$ cat config.mk
export PLATFORM = sky130hd
export DESIGN_NAME = clock_timekeeper
export DESIGN_NICKNAME = d
export VERILOG_FILES = /design/src/rtl/clock_pkg.sv /design/src/rtl/clock_debounce.sv /design/src/rtl/clock_timekeeper.sv
export SDC_FILE = /design/constraint.sdc
export NUM_CORES = 1
export LEC_CHECK = 0
export BUFFER_PORTS_ARGS = -buffer_cell sky130_fd_sc_hd__buf_2
export CAP_MARGIN = 40
export CORE_MARGIN = 1
export CORE_UTILIZATION = 61
export CTS_CLUSTER_DIAMETER = 200
export DETAILED_ROUTE_END_ITERATION = 12
export HOLD_SLACK_MARGIN = 0.05
export PLACE_DENSITY_LB_ADDON = 0.12
export SYNTH_ARGS = -nofsm -noshare
export SYNTH_HDL_FRONTEND = slang
export SYNTH_SLANG_ARGS = --single-unit
$ cat constraint.sdc
create_clock -name mclk -period 2.95 [get_ports mclk]
set_clock_uncertainty 0.15 [all_clocks]
set_input_delay 0.1475 -clock mclk [delete_from_list [all_inputs] [get_ports mclk]]
set_output_delay 0.1475 -clock mclk [all_outputs]
set_load 0.01 [all_outputs]
$ cat src/rtl/clock_pkg.sv
// clock_pkg: shared digit type, rollover limits, default dividers and BCD helpers
package clock_pkg;
    typedef logic [3:0] bcd_t;
    localparam int HOUR_MAX     = 23;
    localparam int MIN_MAX      = 59;
    localparam int SEC_MAX      = 59;
    localparam int TICK_DIV_DEF = 16000000;
    localparam int TEST_DIV_DEF = 16000;
    localparam int DEB_CYC_DEF  = 160000;
    // True when the two-digit BCD value equals lim.
    function automatic logic bcd_at(input bcd_t t, input bcd_t u, input int lim);
        return t == bcd_t'(lim / 10) && u == bcd_t'(lim % 10);
    endfunction
    // Two-digit BCD increment that wraps to 00 after lim.
    function automatic logic [7:0] bcd_inc(input bcd_t t, input bcd_t u, input int lim);
        return bcd_at(t, u, lim) ? 8'h00 : (u == 4'd9) ? {t + 4'd1, 4'd0} : {t, u + 4'd1};
    endfunction
endpackage

$ cat src/rtl/clock_debounce.sv
// clock_debounce: 2-flop synchronizer, stable-count debouncer and press pulse for one switch
// Ports: mclk/rst_n (sync, active-low); raw_n raw active-low switch;
//        lvl debounced level (1 = released); press one-cycle pulse on a debounced 1->0 edge.
module clock_debounce
    import clock_pkg::*;
#(
    parameter int DEB_CYC = DEB_CYC_DEF
) (
    input  logic mclk,
    input  logic rst_n,
    input  logic raw_n,
    output logic lvl,
    output logic press
);
    localparam int CW = $clog2(DEB_CYC + 1);
    logic s1_q, s1_d, s2_q, s2_d, deb_q, deb_d, lvl_q, lvl_d, press_q, press_d;
    logic [CW-1:0] cnt_q, cnt_d;
    always_comb begin
        s1_d    = raw_n;
        s2_d    = s1_q;
        cnt_d   = (s2_q == deb_q || cnt_q == CW'(DEB_CYC - 1)) ? '0 : cnt_q + CW'(1);
        deb_d   = (s2_q != deb_q && cnt_q == CW'(DEB_CYC - 1)) ? s2_q : deb_q;
        lvl_d   = deb_q;
        press_d = lvl_q & ~deb_q;
    end
    // Synchronizer flops reset to the released level so reset release causes no spurious mismatch.
    always_ff @(posedge mclk) begin
        if (!rst_n) begin
            s1_q    <= 1'b1;
            s2_q    <= 1'b1;
            cnt_q   <= '0;
            deb_q   <= 1'b1;
            lvl_q   <= 1'b1;
            press_q <= 1'b0;
        end else begin
            s1_q    <= s1_d;
            s2_q    <= s2_d;
            cnt_q   <= cnt_d;
            deb_q   <= deb_d;
            lvl_q   <= lvl_d;
            press_q <= press_d;
        end
    end
    assign lvl   = lvl_q;
    assign press = press_q;
endmodule

$ cat src/rtl/clock_timekeeper.sv
// clock_timekeeper: switch conditioning, one-second prescaler and BCD hh:mm:ss counter chain
// Ports: mclk/rst_n (sync, active-low); ts_n, hs_n, ms_n, test_n raw active-low switches;
//        hour/min/sec tens+units BCD digits; sec_tick one-cycle update pulse; set_mode debounced time-set.
module clock_timekeeper
    import clock_pkg::*;
#(
    parameter int TICK_DIV = TICK_DIV_DEF,
    parameter int TEST_DIV = TEST_DIV_DEF,
    parameter int DEB_CYC  = DEB_CYC_DEF
) (
    input  logic       mclk,
    input  logic       rst_n,
    input  logic       ts_n,
    input  logic       hs_n,
    input  logic       ms_n,
    input  logic       test_n,
    output logic [3:0] hour_t,
    output logic [3:0] hour_u,
    output logic [3:0] min_t,
    output logic [3:0] min_u,
    output logic [3:0] sec_t,
    output logic [3:0] sec_u,
    output logic       sec_tick,
    output logic       set_mode
);
    localparam int MAX_DIV = TICK_DIV > TEST_DIV ? TICK_DIV : TEST_DIV;
    localparam int PW      = $clog2(MAX_DIV + 1);
    logic ts_lvl, ts_press, hs_press, ms_press, test_lvl;
    logic unused_hs_lvl, unused_ms_lvl, unused_test_press;
    logic [PW-1:0] limit, pre_q, pre_d;
    logic hold, sec_carry, min_step, hour_step;
    logic set_mode_q, set_mode_d, sec_tick_q, sec_tick_d;
    bcd_t hour_t_q, hour_t_d, hour_u_q, hour_u_d, min_t_q, min_t_d, min_u_q, min_u_d;
    bcd_t sec_t_q, sec_t_d, sec_u_q, sec_u_d;
    clock_debounce #(.DEB_CYC(DEB_CYC)) u_ts   (.mclk(mclk), .rst_n(rst_n), .raw_n(ts_n),   .lvl(ts_lvl),        .press(ts_press));
    clock_debounce #(.DEB_CYC(DEB_CYC)) u_hs   (.mclk(mclk), .rst_n(rst_n), .raw_n(hs_n),   .lvl(unused_hs_lvl), .press(hs_press));
    clock_debounce #(.DEB_CYC(DEB_CYC)) u_ms   (.mclk(mclk), .rst_n(rst_n), .raw_n(ms_n),   .lvl(unused_ms_lvl), .press(ms_press));
    clock_debounce #(.DEB_CYC(DEB_CYC)) u_test (.mclk(mclk), .rst_n(rst_n), .raw_n(test_n), .lvl(test_lvl),      .press(unused_test_press));
    always_comb begin
        limit      = test_lvl ? PW'(TICK_DIV) : PW'(TEST_DIV);
        // ts_press marks the cycle set mode is being entered, so it beats a coinciding tick;
        // set_mode_q still high on the leaving edge keeps the prescaler at 0 for a full period.
        hold       = set_mode_q | ts_press;
        set_mode_d = ~ts_lvl;
        sec_tick_d = ~hold & (pre_q == limit - PW'(1));
        // >= also catches a count stranded above a freshly shortened limit: clear without a tick.
        pre_d      = (hold || pre_q >= limit - PW'(1)) ? '0 : pre_q + PW'(1);
        sec_carry  = sec_tick_d & bcd_at(sec_t_q, sec_u_q, SEC_MAX);
        min_step   = hold ? ms_press : sec_carry;
        hour_step  = hold ? hs_press : sec_carry & bcd_at(min_t_q, min_u_q, MIN_MAX);
        {sec_t_d, sec_u_d}   = hold ? 8'h00 : sec_tick_d ? bcd_inc(sec_t_q, sec_u_q, SEC_MAX) : {sec_t_q, sec_u_q};
        {min_t_d, min_u_d}   = min_step ? bcd_inc(min_t_q, min_u_q, MIN_MAX) : {min_t_q, min_u_q};
        {hour_t_d, hour_u_d} = hour_step ? bcd_inc(hour_t_q, hour_u_q, HOUR_MAX) : {hour_t_q, hour_u_q};
    end
    always_ff @(posedge mclk) begin
        if (!rst_n) begin
            pre_q      <= '0;
            set_mode_q <= 1'b0;
            sec_tick_q <= 1'b0;
            hour_t_q   <= '0;
            hour_u_q   <= '0;
            min_t_q    <= '0;
            min_u_q    <= '0;
            sec_t_q    <= '0;
            sec_u_q    <= '0;
        end else begin
            pre_q      <= pre_d;
            set_mode_q <= set_mode_d;
            sec_tick_q <= sec_tick_d;
            hour_t_q   <= hour_t_d;
            hour_u_q   <= hour_u_d;
            min_t_q    <= min_t_d;
            min_u_q    <= min_u_d;
            sec_t_q    <= sec_t_d;
            sec_u_q    <= sec_u_d;
        end
    end
    assign hour_t   = hour_t_q;
    assign hour_u   = hour_u_q;
    assign min_t    = min_t_q;
    assign min_u    = min_u_q;
    assign sec_t    = sec_t_q;
    assign sec_u    = sec_u_q;
    assign sec_tick = sec_tick_q;
    assign set_mode = set_mode_q;
endmodule

==> flow_summary.json, run 1 <==
{
  "insertion_delay_ps": 540,
  "p_leak_nw": 2.67,
  "status": "finished, final reports clean",
  "final.setup.worst_slack_ps": 138,
  "swShare_pct": 20.6,
  "drive_gt1_share_pct": 9.85,
  "hold_depth": 1,
  "cp.required_ps": 3260,
  "viasPerCell": 5.58,
  "worstPathArrival_ps": 3120,
  "maxCapViolCount": 0,
  "r2r-start": "u_test.lvl$_SDFF_PN1_",
  "yosys_warnings": 0,
  "placed_area_sq_um": 6640,
  "synth_area_sq_um": 6350,
  "fin_area_sq_um": 7390,
  "fmax_mhz": 356,
  "async_reset_ff_share_pct": 0,
  "cts_max_level": 4,
  "hold_class": "flop to flop",
  "cts_buffer_depth": 2,
  "core_sq_um": 9910,
  "cts_buffers": 17,
  "drtIter0Drc": 277,
  "gp_congestion": 0.830,
  "avgSynthCellArea_sq_um": 8.66,
  "synthFlopType": "dfxtp_1",
  "setup_viol": 0,
  "p_sw_mw": 0.882,
  "synth_largest_area_cell": "dfxtp_1",
  "fin_cells": 925,
  "seqPwrFrac_pct": 44.8,
  "synth.most_common_cell": "dfxtp_1",
  "peakVddDrop_v": 0.000570,
  "clkTransAtPathRegs_ps": 60,
  "drc_errors": 0,
  "grt_pass1_vias": 5053,
  "synth_edf_count": 0,
  "power_mw": 4.29,
  "p_int_mw": 3.41,
  "hpwl_um": 8350,
  "r2r_slack_ps": 140,
  "dp.cells": 884,
  "comb_power_share_pct": 1.3,
  "crit_path_max_fanout": 6,
  "grt_usage_pct": 25.4,
  "pwr-share-clk_pct": 54.0,
  "post-route-min-period_ps": 2810,
  "ys_top_cells_by_area": "dfxtp_1, nor2_1, xor2_1",
  "synth_seq_cells": 141,
  "ff2ff_path_depth": 7,
  "cts_tree": "done",
  "synthCells": 733,
  "antenna_found_initial": 0,
  "ant_nets": 0,
  "timing.setup.tns_ps": 0,
  "vias": 5166,
  "wirelength_um": 12700,
  "die_h_um": 104,
  "port_buffers": 31,
  "initial_core_util_pct": 64.1,
  "timing.rr.end": "sec_u[3]$_SDFFE_PP0P_",
  "rsz0062_at_grt": "no",
  "worstSetupStartpoint": "u_test.lvl$_SDFF_PN1_",
  "start_kind": "flop",
  "tightest_slew_ps": 723,
  "avgRoutedWirePerCell_um": 13.7,
  "slew_viol_final": 0,
  "cts-root-buf": "clkbuf_8",
  "hold_viol": 0,
  "ioPinCount": 32,
  "final_util_pct": 74.5,
  "synth_commonest_cells": "dfxtp_1, nor2_1, nand2_1, nand3_1, xor2_1",
  "grt_overflow_total": 0,
  "grt_max_degree": 30,
  "crit_end": "sec_u[3]$_SDFFE_PP0P_",
  "die_area_sq_um": 10800,
  "pre_cts_ws_ps": 198,
  "die_x_um": 104,
  "antenna_cells": 0,
  "syn_nets": 764,
  "synth_top_cell_area_share_pct": 44.5,
  "grt_pass1_wl_um": 22500,
  "dr.pass1.iters": 5,
  "nFillCells": 718,
  "yosysSeqAreaShare_pct": 44.5,
  "power_density_nw_per_um2": 581,
  "fin_crit_sh_pct": 95.3,
  "synth_cell_types": 52,
  "slew-limit-headroom_pct": 51.4,
  "hold_slack_ps": 259,
  "final_nets": 810,
  "synthToLayoutAreaGrowth_pct": 16.3,
  "rows": 36,
  "cts.sinks": 141,
  "crit_path_end_kind": "flop",
  "critPathKind": "flop to flop"
}
[state kept, by name, indices dropped and copies added, names as in the netlist, 4 cells and up]
signal        flops
hour_t            4
hour_u            4
min_t             4
min_u             4
pre_q            24
sec_t             4
sec_u             4
u_hs.cnt_q       18
u_ms.cnt_q       18
u_test.cnt_q     18
u_ts.cnt_q       18
[routing by layer]
layer | vias up | wire length (um) | GRT usage (%)
li1 | 2598 | - | -
met1 | 2414 | 5530 | 29.6
met2 | 118 | 6280 | 42.8
met3 | 36 | 536 | 7.21
met4 | 0 | 344 | 12.7
met5 | - | 0 | 0
[worst max-delay path: stages, from the launching register on]
cell and delay [ps]:
dfxtp_1 400, inv_1 90, ha_1 280, or3b_4 400, or4_4 440, or4_4 460
or3_1 370, a21oi_1 150
[cells in the final DEF (no fill, tap or decap), types with 5 or more instances in the layout]
| master | n |
|---|---|
| inv_1 | 31 |
| nor3_1 | 20 |
| nor4_1 | 7 |
| ha_1 | 25 |
| clkbuf_16 | 16 |
| a211o_1 | 5 |
| and3_1 | 13 |
| bufinv_16 | 5 |
| dfxtp_1 | 141 |
| buf_2 | 31 |
| nand2b_1 | 12 |
| nor2_1 | 136 |
| nor4b_1 | 5 |
| xnor2_1 | 44 |
| buf_4 | 6 |
| nand2_1 | 53 |
| xor2_1 | 46 |
| and4_1 | 9 |
| dlygate4sd3_1 | 9 |
| nand3_1 | 50 |
| or3_1 | 12 |
| a21oi_1 | 18 |
| mux2i_1 | 8 |
| o21ai_0 | 7 |
| nand4_1 | 22 |
| inv_6 | 5 |
[final cells by class]
type                            instances  area [sq um]  share of cell area [%]
Clock buffer                           17           414                    5.61
Clock inverter                         15           231                    3.13
Inverter                               31           116                    1.58
Multi-Input combinational cell        542          3340                    45.3
Sequential cell                       141          2820                    38.2
Tap cell                              133           166                    2.25
Timing Repair Buffer                   46           290                    3.93
[cell families after synthesis]
logic type / synth area share (%)
simple gates: 28.4
flops: 44.5
xor+xnor: 12.4
compound gates: 5.62
buf+inv: 2.96
fa+ha+maj: 4.93
mux: 1.26
[worst min-delay path by stage]
stage                                     from                      to  slack [ps]
after floorplan                           hs_n    u_hs.s1_q$_SDFF_PN1_         100
after global placement                  test_n  u_test.s1_q$_SDFF_PN1_         180
after detailed placement                test_n  u_test.s1_q$_SDFF_PN1_         180
after CTS                 u_hs.s1_q$_SDFF_PN1_    u_hs.s2_q$_SDFF_PN1_         270
after global routing      u_ms.s1_q$_SDFF_PN1_    u_ms.s2_q$_SDFF_PN1_         290
final                     u_ms.s1_q$_SDFF_PN1_    u_ms.s2_q$_SDFF_PN1_         260
[power by group through the flow]
stage	combinational [mW]	sequential [mW]	clock [mW]
after CTS	0.0541	1.92	2.35
after detailed placement	0.0450	1.96	0
final	0.0541	1.92	2.31
after floorplan	0.0325	1.96	0
after global routing	0.0601	1.92	2.44
after global placement	0.0432	1.96	0
[timing repair]
item	4_1_cts	5_1_grt
hold endpoints to repair	32	0
setup endpoints to repair	0	2
setup buffers	0	0
hold buffers	9	0
gates resized for setup	0	1
Power figures use the tool's default switching activity.
==> inputs of run 2 (changes only) <==
- REMOVE_ABC_BUFFERS: default -> 1
==> run 2 against run 1 <==
Compared with the run above: wire length fell by 0.20%; sequential power barely moved; utilization fell by 0.57 points; combinational power rose by 3.9%; global-route usage fell by 0.65 points; design area fell by 0.76%; count of clock-buffer cells in the layout rose by 8; critical path type unchanged.
==> flow_summary.json, run 2 (synthesis results as in run 1) <==
{
  "ioPinCount": 32,
  "timing.setup.tns_ps": 0,
  "vias": 5130,
  "avgRoutedWirePerCell_um": 13.7,
  "viasPerCell": 5.55,
  "peakVddDrop_v": 0.000528,
  "wirelength_um": 12700,
  "core_sq_um": 9910,
  "cts_buffers": 17,
  "r2r-start": "u_test.lvl$_SDFF_PN1_",
  "drc_errors": 0,
  "drive_gt1_share_pct": 9.22,
  "status": "finished, final reports clean",
  "final_util_pct": 74.0,
  "power_density_nw_per_um2": 557,
  "antenna_cells": 0,
  "setup_viol": 0,
  "use_met2_pct": 40.9,
  "ant_nets": 0,
  "insertion_delay_ps": 530,
  "post_cts_buffers": 0,
  "initial_core_util_pct": 64.1,
  "dr.pass1.iters": 5,
  "rows": 36,
  "synthToLayoutAreaGrowth_pct": 15.5,
  "grt_pass1_wl_um": 21800,
  "start_kind": "flop",
  "hpwl_um": 8580,
  "grt_pass1_vias": 4799,
  "die_area_sq_um": 10800,
  "die_h_um": 104,
  "post-route-min-period_ps": 2800,
  "largest_reg_flops": 24,
  "drtIter0Drc": 285,
  "fmax_mhz": 358,
  "fin_crit_sh_pct": 94.8,
  "grt_util_met3_pct": 6.20,
  "grt_usage_pct": 24.8,
  "tightest_slew_ps": 673,
  "p_leak_nw": 2.66,
  "hold_start": "u_test.s1_q$_SDFF_PN1_",
  "grt_max_degree": 29,
  "worstSetupStartpoint": "u_test.lvl$_SDFF_PN1_",
  "largest-register": "pre_q",
  "worstPathArrival_ps": 3100,
  "cts_tree": "done",
  "hold_class": "flop to flop",
  "crit_path_max_fanout": 6,
  "cts_max_level": 4,
  "crit_path_end_kind": "flop",
  "cp.required_ps": 3250,
  "die_x_um": 104,
  "cts-root-buf": "clkbuf_8",
  "antenna_found_initial": 0,
  "hold_slack_ps": 260,
  "gp_congestion": 0.849,
  "port_buffers": 31,
  "top_usage_layer": "met2",
  "critPathKind": "flop to flop",
  "hold_viol": 0,
  "final_nets": 811,
  "slew_viol_final": 0,
  "slew-limit-headroom_pct": 55.0,
  "layout_common_cells": "dfxtp_1, nor2_1, nand2_1, nand3_1, xor2_1",
  "cts_buffer_depth": 2,
  "grt_overflow_total": 0,
  "maxCapViolCount": 0,
  "final_common_cell": "dfxtp_1",
  "clkTransAtPathRegs_ps": 60,
  "use_met1_pct": 30.4,
  "cts.sinks": 141
}
-- run 2: cell count changes in the layout (fill, tap and decap cells not counted), moves of 2 or more --
cell        previous run  this run
bufinv_16              5         3
clkbuf_1               0         5
clkbuf_8               1         4
clkinvlp_4             2         0
inv_6                  5         0
-- run 2: layout make-up --
type | count | area [sq um]
multi-input combinational | 542 | 3340
clock buffer | 25 | 474
timing repair buffer | 47 | 298
sequential | 141 | 2820
clock inverter | 6 | 109
inverter | 31 | 116
fill | 753 | 2580
tap | 133 | 166
-- run 2: what timing repair did --
item / 4_1_cts / 5_1_grt
hold buffers: 9 / 0
resized for setup: 0 / 1
endpoints found under the hold margin: 32 / 0
endpoints found under the setup margin: 0 / 1
-- run 2: metal layers --
layer / part of all wire [%] / wire length (um) / vias to the layer above
met2: 48 / 6110 / 76
met5: 0 / 0 / -
met1: 46 / 5820 / 2423
met4: 1.7 / 211 / 0
met3: 4.1 / 520 / 22
li1: - / - / 2609
-- run 2: worst paths after layout --
kind | slack [ps] | cells after the start | to
hold reg to reg | 260 | 1 | u_test.s2_q$_SDFF_PN1_
setup reg to reg | 150 | 7 | sec_u[3]$_SDFFE_PP0P_
setup / recovery | 150 | 7 | sec_u[3]$_SDFFE_PP0P_
hold / removal | 260 | 1 | u_test.s2_q$_SDFF_PN1_
-- run 2: report_power, final --
group / total (mW) / internal (mW) / switching [mW]
Sequential: 1.92 / 1.92 / 0.00661
Combinational: 0.0562 / 0.0224 / 0.0338
Clock: 2.10 / 1.35 / 0.754
-- run 2: critical path: stages (launching register included) --
cell and delay, ps:
dfxtp_1 400, inv_1 90, ha_1 280, or3b_4 390
or4_4 440, or4_4 460, or3_1 360, a21oi_1 150
-- run 2: metrics by stage --
| stage | setup slack, ps | instance area, sq um | instances | power (mW) |
|---|---|---|---|---|
| after floorplan | 267 | 6280 | 714 | 1.99 |
| after global placement | 286 | 6650 | 885 | 2.01 |
| after detailed placement | 199 | 6650 | 885 | 2.01 |
| after CTS | 171 | 7320 | 925 | 4.11 |
| after global routing | -33.8 | 7330 | 925 | 4.19 |
| final | 155 | 7330 | 925 | 4.08 |
